`src/rtl/nvm_read_pkg.sv`:
```
// Shared constants and helpers for the NVM read-side hard-decision path.
package nvm_read_pkg;

  localparam int unsigned DEF_CELLS_PER_WORD = 16;
  localparam int unsigned DEF_DATA_W         = 32;
  localparam int unsigned LEVEL_W            = 2;
  localparam int unsigned NUM_LEVELS         = 4;

  typedef logic [LEVEL_W-1:0] level_t;

  localparam level_t GRAY_L0 = 2'b11;
  localparam level_t GRAY_L1 = 2'b10;
  localparam level_t GRAY_L2 = 2'b00;
  localparam level_t GRAY_L3 = 2'b01;

  // Adjacent levels differ in one bit so a one-level misread costs one bit error.
  function automatic level_t level_to_gray(input level_t lvl);
    case (lvl)
      2'd0:    return GRAY_L0;
      2'd1:    return GRAY_L1;
      2'd2:    return GRAY_L2;
      default: return GRAY_L3;
    endcase
  endfunction

endpackage

```
`src/rtl/vth_level_slicer.sv`:
```
// Stage 1: slices a signed cell voltage against three read references.
module vth_level_slicer
  import nvm_read_pkg::*;
#(
  parameter int unsigned DATA_W = DEF_DATA_W
) (
  input  logic                     clk,
  input  logic                     reset,
  input  logic                     in_valid,
  input  logic signed [DATA_W-1:0] in_voltage,
  input  logic signed [DATA_W-1:0] ref0,
  input  logic signed [DATA_W-1:0] ref1,
  input  logic signed [DATA_W-1:0] ref2,
  output logic                     cell_valid,
  output level_t                   cell_level
);

  logic   ge0, ge1, ge2;
  level_t level_c;

  // Counting passed refs keeps the result defined for any reference ordering.
  assign ge0     = (in_voltage >= ref0);
  assign ge1     = (in_voltage >= ref1);
  assign ge2     = (in_voltage >= ref2);
  assign level_c = LEVEL_W'(ge0) + LEVEL_W'(ge1) + LEVEL_W'(ge2);

  always_ff @(posedge clk or posedge reset) begin
    if (reset) begin
      cell_valid <= 1'b0;
      cell_level <= '0;
    end else begin
      cell_valid <= in_valid;
      if (in_valid) cell_level <= level_c;
    end
  end

endmodule

```
`src/rtl/vth_read_detector.sv`:
```
// Hard-decision read detector: level slicing, Gray word packing and
// per-level occupancy histograms.
module vth_read_detector
  import nvm_read_pkg::*;
#(
  parameter int unsigned CELLS_PER_WORD = DEF_CELLS_PER_WORD,
  parameter int unsigned DATA_W         = DEF_DATA_W,
  parameter int unsigned CNT_W          = 16
) (
  input  logic                             clk,
  input  logic                             reset,
  input  logic                             in_valid,
  input  logic signed [DATA_W-1:0]         in_voltage,
  input  logic signed [DATA_W-1:0]         ref0,
  input  logic signed [DATA_W-1:0]         ref1,
  input  logic signed [DATA_W-1:0]         ref2,
  input  logic                             resync,
  input  logic                             clear_stats,
  output logic                             cell_valid,
  output logic [1:0]                       cell_level,
  output logic                             word_valid,
  output logic [2*CELLS_PER_WORD-1:0]      level_word,
  output logic [CNT_W-1:0]                 hist0,
  output logic [CNT_W-1:0]                 hist1,
  output logic [CNT_W-1:0]                 hist2,
  output logic [CNT_W-1:0]                 hist3
);

  localparam int unsigned IDX_W  = $clog2(CELLS_PER_WORD);
  localparam int unsigned WORD_W = LEVEL_W * CELLS_PER_WORD;
  localparam int unsigned LAST   = CELLS_PER_WORD - 1;
  localparam logic [CNT_W-1:0] CNT_MAX = '1;

  logic [IDX_W-1:0]  index;
  logic [IDX_W-1:0]  idx_eff;
  logic [WORD_W-1:0] shadow;
  logic [WORD_W-1:0] shadow_next;
  logic              last_c;
  level_t            gray_c;
  logic [CNT_W-1:0]  hist [NUM_LEVELS];

  vth_level_slicer #(.DATA_W(DATA_W)) u_slicer (
    .clk        (clk),
    .reset      (reset),
    .in_valid   (in_valid),
    .in_voltage (in_voltage),
    .ref0       (ref0),
    .ref1       (ref1),
    .ref2       (ref2),
    .cell_valid (cell_valid),
    .cell_level (cell_level)
  );

  // A resync arriving with a cell places that cell at index 0.
  assign idx_eff = resync ? '0 : index;
  assign gray_c  = level_to_gray(cell_level);
  assign last_c  = cell_valid && (idx_eff == IDX_W'(LAST));

  always_comb begin
    shadow_next = shadow;
    for (int k = 0; k < int'(CELLS_PER_WORD); k++) begin
      if (cell_valid && (idx_eff == IDX_W'(k))) shadow_next[LEVEL_W*k +: LEVEL_W] = gray_c;
    end
  end

  // Packer: shadow bits are never cleared, only overwritten by later cells.
  always_ff @(posedge clk or posedge reset) begin
    if (reset) begin
      index      <= '0;
      shadow     <= '0;
      level_word <= '0;
      word_valid <= 1'b0;
    end else begin
      shadow     <= shadow_next;
      word_valid <= last_c;
      if (last_c) level_word <= shadow_next;
      if (cell_valid) index <= last_c ? '0 : idx_eff + IDX_W'(1);
      else if (resync) index <= '0;
    end
  end

  // Saturating occupancy counters; a clear drops any same-cycle increment.
  always_ff @(posedge clk or posedge reset) begin
    if (reset) begin
      for (int l = 0; l < int'(NUM_LEVELS); l++) hist[l] <= '0;
    end else if (clear_stats) begin
      for (int l = 0; l < int'(NUM_LEVELS); l++) hist[l] <= '0;
    end else if (cell_valid && (hist[cell_level] != CNT_MAX)) begin
      hist[cell_level] <= hist[cell_level] + CNT_W'(1);
    end
  end

  assign hist0 = hist[0];
  assign hist1 = hist[1];
  assign hist2 = hist[2];
  assign hist3 = hist[3];

endmodule

```
`config.mk`:
```
export PLATFORM = sky130hd
export DESIGN_NAME = vth_read_detector
export DESIGN_NICKNAME = d
export VERILOG_FILES = /design/src/rtl/nvm_read_pkg.sv /design/src/rtl/vth_level_slicer.sv /design/src/rtl/vth_read_detector.sv
export SDC_FILE = /design/constraint.sdc
export NUM_CORES = 1
export LEC_CHECK = 0
export CORE_MARGIN = 2
export CORE_UTILIZATION = 46
export CTS_BUF_LIST = sky130_fd_sc_hd__clkbuf_8
export DETAILED_ROUTE_END_ITERATION = 7
export GPL_TIMING_DRIVEN = 0
export HOLD_SLACK_MARGIN = 0.03
export PLACE_DENSITY = 0.8
export SYNTH_ARGS = -nofsm -noshare
export SYNTH_HDL_FRONTEND = slang
export SYNTH_SLANG_ARGS = --single-unit
```
`constraint.sdc`:
```
create_clock -name clk -period 5 [get_ports clk]
set_clock_uncertainty 0.2 [all_clocks]
set_input_delay 1.25 -clock clk [delete_from_list [all_inputs] [get_ports clk]]
set_output_delay 1.25 -clock clk [all_outputs]
set_load 0.02 [all_outputs]
```
### After elaboration in Yosys (flattened, before gate mapping)

Index checks and enable logic that the tools add are counted.

| cells by class | value |
|---|---|
| div/mod/pow operators | 0 |
| multiplexer cells | 28 |
| equal/unequal tests | 18 |
| bitwise logic cells | 1 |
| order comparisons | 5 |
| multipliers | 0 |
| shift-type cells | 0 |
| $add $sub $neg | 4 |
| reduce and logical (&&, ||, !) cells | 21 |

Operators with widths:

| operator | count |
|---|---|
| 2-to-1 mux 64 bit | 2 |
| greater-or-equal comparator 32 bit | 3 |
| bitwise mux 64 bit | 1 |
| 2-to-1 mux 16 bit | 3 |
| binary-select mux 16 bit (select 2 bit) | 1 |
| demux 16 bit (select 2 bit) | 1 |
| equality test 4 bit, second input constant | 8 |
| 2-to-1 mux 2 bit | 16 |
| logical AND 1 bit | 18 |
| adder 16 x 1 -> 16 bit, second input constant | 1 |
| equality test 4 x 3 -> 1 bit, second input constant | 4 |
| != test 16 bit, second input constant | 1 |
| 2-to-1 mux 4 bit | 3 |
| equality test 4 x 2 -> 1 bit, second input constant | 2 |
| one-hot mux 2 bit (3 select lines) | 1 |
| adder 4 x 1 -> 4 bit, second input constant | 1 |
| equality test 4 x 1 -> 1 bit, second input constant | 1 |
| logical NOT 4 bit | 1 |
| greater-or-equal comparator 3 bit, second input constant | 1 |
| less-than comparator 3 x 1 -> 1 bit, second input constant | 1 |
| inverter 2 -> 3 bit | 1 |
| adder 1 x 1 -> 2 bit | 1 |
| adder 2 x 1 -> 2 bit | 1 |
| equality test 2 x 1 -> 1 bit, second input constant | 1 |
| other kinds (3) | 3 |

| word-level totals | value |
|---|---|
| latch bits | 0 |
| bits in writable memories | 0 |
| memory bits (read-only) | 0 |
| word-level logic and storage cells | 87 |
| flip-flop bits (word level) | 136 |
| memories kept | 0 |

### Longest topological paths before layout

| logic depth | value |
|---|---|
| word-level depth | 8 |
| depth in mapped cells | 11 |

### Cells and area by module

A second synthesis with hierarchy kept.

| second synthesis, totals | value |
|---|---|
| cells, all modules | 857 |
| area, all modules | 8588.2 um^2 |

Modules (own cells, without submodules):

| module | cells an instance | times used | area each (um^2) | seq. area each (um^2) |
|---|---|---|---|---|
| vth_read_detector | 507 | 1 | 6023.3 | 3278.1 |
| vth_level_slicer | 350 | 1 | 2565.0 | 75.1 |

### Least setup slack after synthesis

Ideal clock, no wire load.

| path | value |
|---|---|
| kind | input to register |
| start | input port ref0[25] |
| end | register u_slicer.cell_level[0] |
| stages | 10 |
| setup slack | 1.353 ns |
| library setup time | 0.127 ns |
| path buffers | 0 |
| arrival | 3.320 ns |
| required time | 4.673 ns |
| path through | inv_1 ha_1 nand4_1 or4_1 o31ai_1 nor3_1 mux2_2 fa_1 nand2_1 o21ai_0 |

| between the ends | value |
|---|---|
| word-level cells in the longest chain between the ends | 3 |

RTL lines:

| element | RTL line | RTL |
|---|---|---|
| start: declaration | vth_read_detector.sv:14 | `input logic signed [DATA_W-1:0] ref0,` |
| greater-or-equal comparator 32 bit | vth_level_slicer.sv:22 | `assign ge0 = (in_voltage >= ref0);` |
| adder 1 x 1 -> 2 bit | vth_level_slicer.sv:25 | `assign level_c = LEVEL_W'(ge0) + LEVEL_W'(ge1) + LEVEL_W'(ge2);` |
| adder 2 x 1 -> 2 bit | vth_level_slicer.sv:25 |  |
| net u_slicer.level_c[0] | vth_level_slicer.sv:19 | `level_t level_c;` |
| end signal: assignment | vth_level_slicer.sv:33 | `if (in_valid) cell_level <= level_c;` |
| end: declaration | vth_level_slicer.sv:15 | `output level_t cell_level` |

The timed path passes the listed nets, and every way through them passes these cells.
A chain may end at the register's enable or synchronous reset.

### Worst setup path after layout

| path | value |
|---|---|
| start | input port ref1[31] |
| end | register u_slicer.cell_level[0] |

| between the ends | value |
|---|---|
| word-level cells in the longest chain between the ends | 3 |

RTL lines:

| element | RTL line | RTL |
|---|---|---|
| start: declaration | vth_read_detector.sv:15 | `input logic signed [DATA_W-1:0] ref1,` |
| greater-or-equal comparator 32 bit | vth_level_slicer.sv:23 | `assign ge1 = (in_voltage >= ref1);` |
| adder 1 x 1 -> 2 bit | vth_level_slicer.sv:25 |  |
| adder 2 x 1 -> 2 bit | vth_level_slicer.sv:25 |  |
| net u_slicer.level_c[0] | vth_level_slicer.sv:19 |  |

The timed path passes the listed nets, and every way through them passes these cells.

==> out/qor.txt <==
Initial DRC Count = 357
Setup CP Type = primary input to register
Compound-Gate Fraction of Synth Area = 10.3%
Via density = 5.41
vias in the first global route = 7358
layout cell share with drive strength beyond 1 = 8.81%
unrepaired setup endpoints after global routing = false
IO buf count = 231
slowest stage delay, CP = 480 ps
Simple-Gate Fraction of Synth Area = 12.2%
core area = 0.0181 mm^2
register area share after synthesis = 39.2%
# resized after CTS = 0
cts bufs inserted = 17
Die Wd = 140 um
crit path max fanout = 4
FMAX = 0.244 GHz
Root Buffer Master = clkbuf_8
mux cell area share after synthesis = 13.7%
Die Height = 140 um
top_reg_cell synth = dfrtp_1
largest family of logic cells by synthesized area = adder cells
Post-Synthesis Cells = 846
Hold WS = 290 ps
asr flop ratio synth = 100%
row count = 49
vias post-DR = 7254
Hold-fix buffers, CTS = 0
Placed Cells = 1310
clk buf depth = 2
number of diodes = 0
fin cells = 1342
CTS sink count = 134
status = completed
arrival time worst endpoint = 4210 ps
DRT Wirelength = 23100 um
total grt overflow = 0
Tot Pwr = 2960 uW
Fin Setup TNS = 0 ps
CP Capture Type = register
critical path launch point type = primary input
Rel. slew slack = 53.2%
synthesized area = 0.00855 mm^2
worst path cell trace = clkdlybuf4s50_1, inv_1, ha_1, nand4_1, nor4_1, nand2_1, a31oi_1, a211oi_1, mux2_2, fa_1, nand2_1, o21ai_0
htree depth = 4
area delta synth->final = 36.3%
cell taking the most area after synthesis = dfrtp_1
largest net degree at the start of global routing = 44
Post CTS Setup Buffer Count = 0
Post-route DRC = 0
Worst path slowest cell = fa_1
post-synthesis adder-cell area fraction = 15.6%
die area = 0.0197 mm^2
syn_nets = 1085
first-pass GRT wire length = 37500 um
most common cell in the netlist = dfrtp_1
remaining antenna violation count = 0
DP Wirelength = 18600 um
part of the cycle the worst path needs = 81.8%
Pwr Density = 254 mW/mm^2
Area contributors post-synth = dfrtp_1, ha_1, mux2i_1
Core Util, Final = 64.4%
IO Count = 233
Hold Vio Cnt, Final = 0
DR WL/cell = 17.2 um
synthesized flop and latch total = 134
Mapped Avg Cell Area = 10.1 um^2
Crit path top cell by count = nand2_1
CP Data Required Time = 5120 ps
Synth Warn # = 0
Initial Util = 47.3%
Slew @ Worst Pin = 702 ps
Post-synth EDFFs = 0
nets@finish = 1339
GRT Total Usage = 24.2%
post-layout minimum cycle time = 4090 ps
Hold WC Path Type = register to register
Max VDD drop = 0.160 mV
initial antenna violation count = 0
CTS tree = built
clock insertion delay at the later pin of the skew report = 450 ps
Worst-path clk slew = 90 ps
final setup vio count = 0
Netlist cell types = 49
most common library cells after synthesis = dfrtp_1, ha_1, inv_1, nor2_1, nand2_1
Yosys top cell area share = 39.2%
first-pass iteration count of the detailed router = 4
Max Cap Viol = 0
Post-Synth XOR/XNOR Area = 1.64%
Lkg Pwr = 0.00563 uW
fin. max-slew vios = 0
GP Congestion = 0.888
[where the power goes]
| group | leakage, uW | switching [uW] | internal (uW) |
|---|---|---|---|
| Combinational | 0.00358 | 436 | 393 |
| Clock | 0.000201 | 466 | 470 |
| Sequential | 0.00184 | 41.2 | 1150 |
[metal layers]
metal | global-route usage [%] | routed length, um
met1 | 28.6 | 9180
met3 | 6.43 | 1720
met4 | 8.29 | 519
met2 | 42.8 | 11700
met5 | 0 | 0
[final cells by class]
cell class / count / area, um^2
timing repair buffer: 235 / 2400
fill: 1484 / 6440
multi-input combinational: 576 / 4580
inverter: 105 / 398
tap: 229 / 287
clock buffer: 18 / 248
clock inverter: 14 / 163
sequential: 134 / 3350
buffer: 31 / 226
[path summary, 6_finish.rpt]
path | startpoint | end | slack [ps] | cells past startpoint
max | ref1[31] | u_slicer.cell_level[0]$_DFFE_PP0P_ | 910 | 12
min | level_word[15]$_DFFE_PP0P_ | level_word[15]$_DFFE_PP0P_ | 290 | 2
max reg2reg | u_slicer.cell_level[1]$_DFFE_PP0P_ | hist3[4]$_DFFE_PP0P_ | 1440 | 11
min reg2reg | level_word[15]$_DFFE_PP0P_ | level_word[15]$_DFFE_PP0P_ | 290 | 2
max in group asynchronous | reset | hist1[7]$_DFFE_PP0P_ | 2860 | 5
min in group asynchronous | reset | level_word[16]$_DFFE_PP0P_ | 870 | 2
[registers in the layout (all words and copies together), names as in the netlist]
name and cells:
hist1 16, hist0 16, u_slicer.cell_level 2, index 4
shadow 30, hist3 16, hist2 16, word_valid 1
u_slicer.cell_valid 1, level_word 32
[through the flow]
stage	worst slack (ps)	cell area, um^2
after floorplan	1350	8550
after global placement	443	11200
after detailed placement	397	11200
after CTS	877	11600
after global routing	679	11600
final	910	11600
[layout by cell type (no fill, tap or decap), types with 6 or more instances in the layout]
cell type,instances
ha_1,105
a21o_1,32
a21oi_1,31
dfrtp_1,134
mux2_2,30
buf_6,12
nand2_1,63
xor2_1,6
clkbuf_1,11
mux4_1,9
clkdlybuf4s50_1,231
mux2i_1,44
mux4_2,7
inv_1,103
nor2_1,77
a211oi_1,21
nand3_1,22
o21ai_0,41
nor3_1,7
clkbuf_8,18
nor2b_1,6
xnor2_1,10
nand4_1,26
[logic make-up (layout without fill, tap and decap cells)]
| group | count (synthesis) | count (layout) |
|---|---|---|
| buffers and inverters | 136 | 403 |
| flip-flops | 134 | 134 |
| adder cells (fa/ha/maj) | 106 | 106 |
| AO/OA/AOI/OAI | 140 | 140 |
| multiplexers | 90 | 90 |
| XOR/XNOR | 16 | 16 |
| AND/OR/NAND/NOR | 224 | 224 |
[critical path: cells and delay by family]
| kind | cells | cell delay, ps |
|---|---|---|
| muxes | 1 | 320 |
| buffers and inverters | 2 | 500 |
| AOI/OAI and AO/OA | 3 | 460 |
| and+or+nand+nor | 4 | 870 |
| adders and majority gates | 2 | 810 |
Power figures use the tool's default switching activity.
